[src/rtl/next_pc_unit.sv]
// Program counter and next-PC resolution: decodes the 4-bit branch-select code,
// evaluates signed compares, issues the jal link write and one bubble per redirect.
module next_pc_unit #(
  parameter logic [31:0] RESET_PC = 32'h0000_0000,
  parameter int unsigned CNT_W    = 16
) (
  input  logic             clk,
  input  logic             rst,
  input  logic             stall,
  input  logic             instr_valid,
  input  logic [3:0]       branch,
  input  logic [31:0]      rs_val,
  input  logic [31:0]      rt_val,
  input  logic [15:0]      imm,
  input  logic [25:0]      target,
  output logic [31:0]      pc,
  output logic             pc_valid,
  output logic             link_we,
  output logic [31:0]      link_addr,
  output logic             illegal,
  output logic [CNT_W-1:0] taken_cnt
);

  typedef enum logic [1:0] {BOOT, RUN, REDIRECT} state_t;

  state_t           state_q, state_d;
  logic [31:0]      pc_q, pc_d;
  logic [31:0]      link_addr_q, link_addr_d;
  logic             pc_valid_q, pc_valid_d;
  logic             link_we_q, link_we_d;
  logic             illegal_q, illegal_d;
  logic [CNT_W-1:0] cnt_q, cnt_d;

  logic [31:0]        pc4, br_tgt, jmp_tgt, tgt;
  logic signed [31:0] rs_s, rt_s;
  logic               taken, is_jal, rsvd;

  assign pc4     = pc_q + 32'd4;
  assign br_tgt  = pc4 + {{14{imm[15]}}, imm, 2'b00};
  assign jmp_tgt = {pc4[31:28], target, 2'b00};
  assign rs_s    = rs_val;
  assign rt_s    = rt_val;

  always_comb begin
    taken  = 1'b0;
    tgt    = br_tgt;
    is_jal = 1'b0;
    rsvd   = 1'b0;
    case (branch)
      4'b0000: ;
      4'b0001: begin taken = 1'b1; tgt = jmp_tgt; end
      4'b0010: begin taken = 1'b1; tgt = rs_val; end
      4'b0011: taken = (rs_s == rt_s);
      4'b0100: taken = (rs_s != rt_s);
      4'b0101: taken = (rs_s <= 32'sd0);
      4'b0110: taken = (rs_s >  32'sd0);
      4'b0111: taken = (rs_s <  rt_s);
      4'b1000: taken = (rs_s >  rt_s);
      4'b1001: taken = (rs_s >= rt_s);
      4'b1010: taken = (rs_s <= rt_s);
      4'b1011: begin taken = 1'b1; tgt = jmp_tgt; is_jal = 1'b1; end
      default: rsvd = 1'b1;
    endcase
  end

  // Pulses default low every cycle (including stall); everything else holds.
  always_comb begin
    state_d     = state_q;
    pc_d        = pc_q;
    pc_valid_d  = pc_valid_q;
    link_addr_d = link_addr_q;
    cnt_d       = cnt_q;
    link_we_d   = 1'b0;
    illegal_d   = 1'b0;
    if (!stall) begin
      case (state_q)
        BOOT: begin
          state_d    = RUN;
          pc_valid_d = 1'b1;
        end
        REDIRECT: begin
          state_d    = RUN;
          pc_valid_d = 1'b1;
        end
        default: begin
          if (instr_valid) begin
            if (taken) begin
              state_d    = REDIRECT;
              pc_d       = tgt;
              pc_valid_d = 1'b0;
              cnt_d      = (&cnt_q) ? cnt_q : cnt_q + {{(CNT_W-1){1'b0}}, 1'b1};
              if (is_jal) begin
                link_we_d   = 1'b1;
                link_addr_d = pc4;
              end
            end else begin
              pc_d      = pc4;
              illegal_d = rsvd;
            end
          end
        end
      endcase
    end
  end

  always_ff @(posedge clk) begin
    if (rst) begin
      state_q     <= BOOT;
      pc_q        <= RESET_PC;
      pc_valid_q  <= 1'b0;
      link_we_q   <= 1'b0;
      link_addr_q <= '0;
      illegal_q   <= 1'b0;
      cnt_q       <= '0;
    end else begin
      state_q     <= state_d;
      pc_q        <= pc_d;
      pc_valid_q  <= pc_valid_d;
      link_we_q   <= link_we_d;
      link_addr_q <= link_addr_d;
      illegal_q   <= illegal_d;
      cnt_q       <= cnt_d;
    end
  end

  assign pc        = pc_q;
  assign pc_valid  = pc_valid_q;
  assign link_we   = link_we_q;
  assign link_addr = link_addr_q;
  assign illegal   = illegal_q;
  assign taken_cnt = cnt_q;

endmodule

[config.mk]
export PLATFORM = sky130hd
export DESIGN_NAME = next_pc_unit
export DESIGN_NICKNAME = d
export VERILOG_FILES = /design/src/rtl/next_pc_unit.sv
export SDC_FILE = /design/constraint.sdc
export NUM_CORES = 1
export LEC_CHECK = 0
export BUFFER_PORTS_ARGS = -buffer_cell sky130_fd_sc_hd__clkbuf_2
export CELL_PAD_IN_SITES_DETAIL_PLACEMENT = 0
export CELL_PAD_IN_SITES_GLOBAL_PLACEMENT = 2
export CORE_MARGIN = 3
export CORE_UTILIZATION = 29
export DETAILED_ROUTE_END_ITERATION = 12
export PLACE_DENSITY_LB_ADDON = 0.2
export SKIP_LAST_GASP = 1
export SYNTH_ARGS = -nofsm -noshare
export SYNTH_HDL_FRONTEND = slang
export SYNTH_SLANG_ARGS = --single-unit
[constraint.sdc]
create_clock -name clk -period 5.8 [get_ports clk]
set_input_delay 1.45 -clock clk [delete_from_list [all_inputs] [get_ports clk]]
set_output_delay 1.45 -clock clk [all_outputs]
set_load 0.1 [all_outputs]
== After elaboration in Yosys (flattened, before gate mapping) ==
Index checks and enable logic that the tools add are counted.

* Add/sub/neg operators: 3
* Eq/ne operators: 14
* Reduce and logical (&&, ||, !) cells: 15
* Bitwise logic cells: 5
* Muxes and demuxes: 12
* Order comparisons: 6

{| class="wikitable"
|+ Operator list
! operator !! count
|-
| case mux 32 bit (2 select lines) || 1
|-
| adder 32 x 3 -> 32 bit, second input constant || 1
|-
| adder 32 bit || 1
|-
| equality test 32 bit || 1
|-
| >= comparator 32 bit || 1
|-
| > comparator 32 x 1 -> 1 bit, second input constant || 1
|-
| > comparator 32 bit || 1
|-
| less-or-equal comparator 32 x 1 -> 1 bit, second input constant || 1
|-
| less-or-equal comparator 32 bit || 1
|-
| less-than comparator 32 bit || 1
|-
| two-way mux 32 bit || 1
|-
| inequality test 32 bit || 1
|-
| adder 16 x 1 -> 16 bit, second input constant || 1
|-
| equality test 4 x 3 -> 1 bit, second input constant || 4
|-
| equality test 4 bit, second input constant || 4
|-
| AND reduction 16 bit || 1
|-
| OR reduction 12 bit || 1
|-
| OR reduction 6 bit || 2
|-
| AND reduction 5 bit || 2
|-
| case mux 1 bit (9 select lines) || 1
|-
| equality test 4 x 2 -> 1 bit, second input constant || 2
|-
| two-way mux 1 bit || 6
|-
| two-way mux 2 bit || 3
|-
| AND reduction 3 bit || 2
|-
| other kinds (8) || 14
|}

* Output and inout port bits: 83
* Register bits after elaboration: 85
* Input port bits: 114

== Logic depth before layout (Yosys ltp) ==
* Word-level depth: 6
* Gate-level depth with buffers: 20

== Worst setup path after synthesis ==
Ideal clock, no wire load.

* Kind: flip-flop to flip-flop
* Start point: reg pc_q[2], in the netlist pc[2]
* End point: reg pc_q[29], in the netlist pc[29]
* Data arrival time: 5.023 ns
* Cell stages (with the launch flop): 20
* Required time: 5.714 ns
* Path buffers: 0
* Path slack: 0.691 ns
* Path through: dfxtp_1 ha_1 inv_1 nor3_1 and3_1 nand2_1 inv_1 nand2_1 xor2_1 inv_1 ha_1 and3_1 a2111oi_0 o21bai_1 o41ai_1 o22ai_1 o31ai_1 xor2_1 or3_1 a211oi_1

* Longest elaborated chain between the ends: 4

{| class="wikitable"
|+ Ends and longest elaborated chain
! element !! line !! RTL
|-
| start, declared || 27 || <nowiki>logic [31:0] pc_q, pc_d;</nowiki>
|-
| start signal, assigned || 117 || <nowiki>pc_q <= pc_d;</nowiki>
|-
| adder 32 x 3 -> 32 bit || 38 || <nowiki>assign pc4 = pc_q + 32'd4;</nowiki>
|-
| named net pc4[18] || 34 || <nowiki>logic [31:0] pc4, br_tgt, jmp_tgt, tgt;</nowiki>
|-
| adder 32 bit || 39 || <nowiki>assign br_tgt = pc4 + {{14{imm[15]}}, imm, 2'b00};</nowiki>
|-
| case mux 32 bit (2 select lines) || 49 || <nowiki>case (branch)</nowiki>
|-
| two-way mux 32 bit || 87 || <nowiki>if (taken) begin</nowiki>
|}

The timed path passes the listed nets, and every way through them passes these cells.
A chain may end at the register's enable or synchronous reset.

== Worst setup path in the final report ==
Same ends and word-level chain as after synthesis.

==> results.toml <==
[power_and_ir_drop]
p_per_area_nw_per_um2 = 195.4
ir_drop_mv = 0.1372
p_leak_uw = 0.003808

[sta]
layout_min_cycle_time_ns = 5.134
rsz0062_at_grt = "false"
setup_viol = 0
tightest_slew_ns = 1.017
period_share = 0.8852
slew_headroom = 0.3194
finalHoldViolations = 0
fin_setup_tns_ns = 0
clock_skew_ns = 0.004529
timing.hold.ws_ns = 0.4579
slew_viol_final = 0
max_freq_mhz = 194.8

[setup_path]
required_ns = 6.06
end_kind = "flip-flop"
critPathArrivalTime_ns = 5.40
reg2reg_slack_ns = 0.67
reg2reg_from = "pc[2]"
critical_path.most_common_cell = "inv_1"
max_stage_delay_ns = 0.53
cp_slowest_cell = "nor3_1"
cp-endpoint = "pc[29]"
startpoint = "pc[2]"
startpoint_type = "flip-flop"
r2r_end = "pc[29]"
worstPathCellList = "ha_1 > inv_1 > nor3_1 > and3_1 > nand2_1 > inv_1 > nand2_1 > xor2_1 > inv_1 > ha_1 > and3_1 > a2111oi_0 > o21bai_1 > o41ai_1 > buf_4 > o22ai_1 > o31ai_1 > xor2_1 > or3_1 > a211oi_1"
path_class = "flip-flop to flip-flop"
cp_max_fo = 8
reg2reg_depth = 20

[global_route]
grt_pass1_vias = 7183
gr-usage-all-layers = 0.2038
overflow = 0
grt_pass1_wl_mm = 41.56
grt_start_max_net_pins = 46
antenna_found_initial = 0

[clock_tree]
clk_pin_slew_ns = 0.07
cts_resized = 0
htreeDepth = 3
clk-insertion-delay-late_ns = 0.35
cts_buffers = 9
cts_root_buffer = "clkbuf_16"
cts_tree = "done"
cts_sinks = 83
cts_setup_buffers = 0
cts_buffer_depth = 2
ctsHoldBuffers = 0

[outcome]
status = "finished clean"

[routing]
drtIter0Drc = 387
vias = 7400
totalWireLength_mm = 26.64
via_per_inst = 5.193
ant_nets = 0
wire_per_inst_um = 18.69
dr.pass1.iters = 5
drc = 0

[finish]
n_antenna_cell = 0
nNetsFinal = 1285
drive_gt1_frac = 0.2194
synthToLayoutAreaGrowth_pct = 23.75

[floorplanning]
rows = 55
die_w_um = 160.3
die-area_um2 = 25700
start_util = 0.2996
die_h_um = 160.3
io_pins = 197
core_um2 = 23050

[synth]
netlist_area_um2 = 6907
yosysSeqAreaShare = 0.2406
synth_seq_cells = 83
synth_cells = 933
syn_nets = 1111
synth-warning-count = 0
synth-main-ff-cell = "dfxtp_1"
async_reset_ff_frac = 0
ys_types = 66
avgSynthCellArea_um2 = 7.403
synth_edf_count = 0

[placed_design]
gp_congestion = 0.8749
dp_hpwl_mm = 21.77
io_buffer_count = 196

[job]
drv_cap = 0

[worst_hold_path]
hold_depth = 2
hold_path.class = "flip-flop to flip-flop"
-- cell usage in the layout (no fill, tap or decap), drive strengths merged, types with 4 or more instances in the layout --
cell and count:
a211oi 24, a21o 6, a21oi 48, a221oi 7, a22o 5, a22oi 23
a31oi 5, and2 4, and3 14, and4 5, buf 15, clkbuf 207
dfxtp 83, ha 63, inv 59, mux2i 8, nand2 84, nand2b 10
nand3 34, nand3b 4, nand4 21, nor2 120, nor3 41, nor3b 4
nor4 13, o211ai 16, o21a 4, o21ai 59, o21bai 5, o311ai 5
o31ai 5, or2 4, or3 6, xnor2 29, xor2 33
-- worst min-delay path by stage --
stage	start	endpoint	slack, ns
2_1_floorplan	pc[0]	link_addr[0]	0.44
3_3_place_gp	link_addr[7]	link_addr[7]	0.44
3_5_place_dp	link_addr[4]	link_addr[4]	0.45
4_1_cts	link_addr[4]	link_addr[4]	0.46
5_1_grt	link_addr[7]	link_addr[7]	0.49
6_report	link_addr[1]	link_addr[1]	0.46
-- per-layer routing --
layer | GRT usage | vias to the layer above | share of wire | routed length, um
li1 | - | 3730 | - | -
met2 | 0.3044 | 223 | 0.42 | 11080
met4 | 0.05049 | 0 | 0.017 | 449
met5 | 0 | - | 0 | 0
met3 | 0.05081 | 26 | 0.067 | 1777
met1 | 0.2934 | 3421 | 0.50 | 13330
-- cell families after synthesis --
family / count (synthesis) / share of synthesized area
simple gates: 371 / 0.2605
compound gates: 238 / 0.2295
buf+inv: 106 / 0.06051
flops: 83 / 0.2406
fa+ha+maj: 64 / 0.1170
xor+xnor: 62 / 0.07862
mux: 9 / 0.01322
-- sequential cells by signal, summed over array words and instances, names as in the netlist --
name	cells
link_addr	32
pc	32
link_we	1
taken_cnt	16
state_q	1
illegal	1
-- layout make-up --
cell class,instances,area (um2)
timing repair buffer,211,1094
multi-input combinational,744,4846
tap,313,391.6
inverter,58,217.7
sequential,83,1662
clock buffer,11,252.7
fill,2512,14510
clock inverter,5,83.83
-- worst max-delay path: cells and delay by family, from the launching register on --
kind | cells | cell delay, ns
and+or+nand+nor | 6 | 1.55
buffers and inverters | 4 | 0.54
AOI/OAI and AO/OA | 6 | 1.46
DFF | 1 | 0.47
adders and majority gates | 2 | 0.65
xor gates and xnor gates | 2 | 0.38
-- report_power, final --
part / switching [uW] / total [uW] / internal (uW)
sequential: 11.5 / 589 / 578
clock: 259 / 661 / 403
combinational: 276 / 419 / 143
-- Yosys cell counts (23+ instances only) --
| library cell | count | area share |
|---|---|---|
| clkbuf_1 | 37 | 0.020 |
| inv_1 | 58 | 0.032 |
| nor2_1 | 120 | 0.065 |
| dfxtp_1 | 83 | 0.24 |
| o21ai_0 | 58 | 0.042 |
| nor3_1 | 40 | 0.029 |
| nand3_1 | 33 | 0.024 |
| a22oi_1 | 23 | 0.025 |
| nand2_1 | 84 | 0.046 |
| ha_1 | 63 | 0.11 |
| xnor2_1 | 29 | 0.037 |
| xor2_1 | 33 | 0.042 |
| a211oi_1 | 24 | 0.026 |
| a21oi_1 | 48 | 0.035 |
-- per-stage QoR --
step / total power, uW / worst slack [ns] / area [um2] / std cells / util
detailed placement: 1020 / 0.6854 / 8210 / 1409 / 0.3561
CTS: 1683 / 0.6537 / 8547 / 1425 / 0.3707
global placement: 1023 / 0.8044 / 8210 / 1409 / 0.3561
floorplan: 877.6 / 0.6914 / 6907 / 933 / -
finish: 1670 / 0.6659 / 8547 / 1425 / 0.3707
global route: 1749 / 0.05848 / 8547 / 1425 / 0.3707
Note: power is estimated with default switching activity, not from simulation.
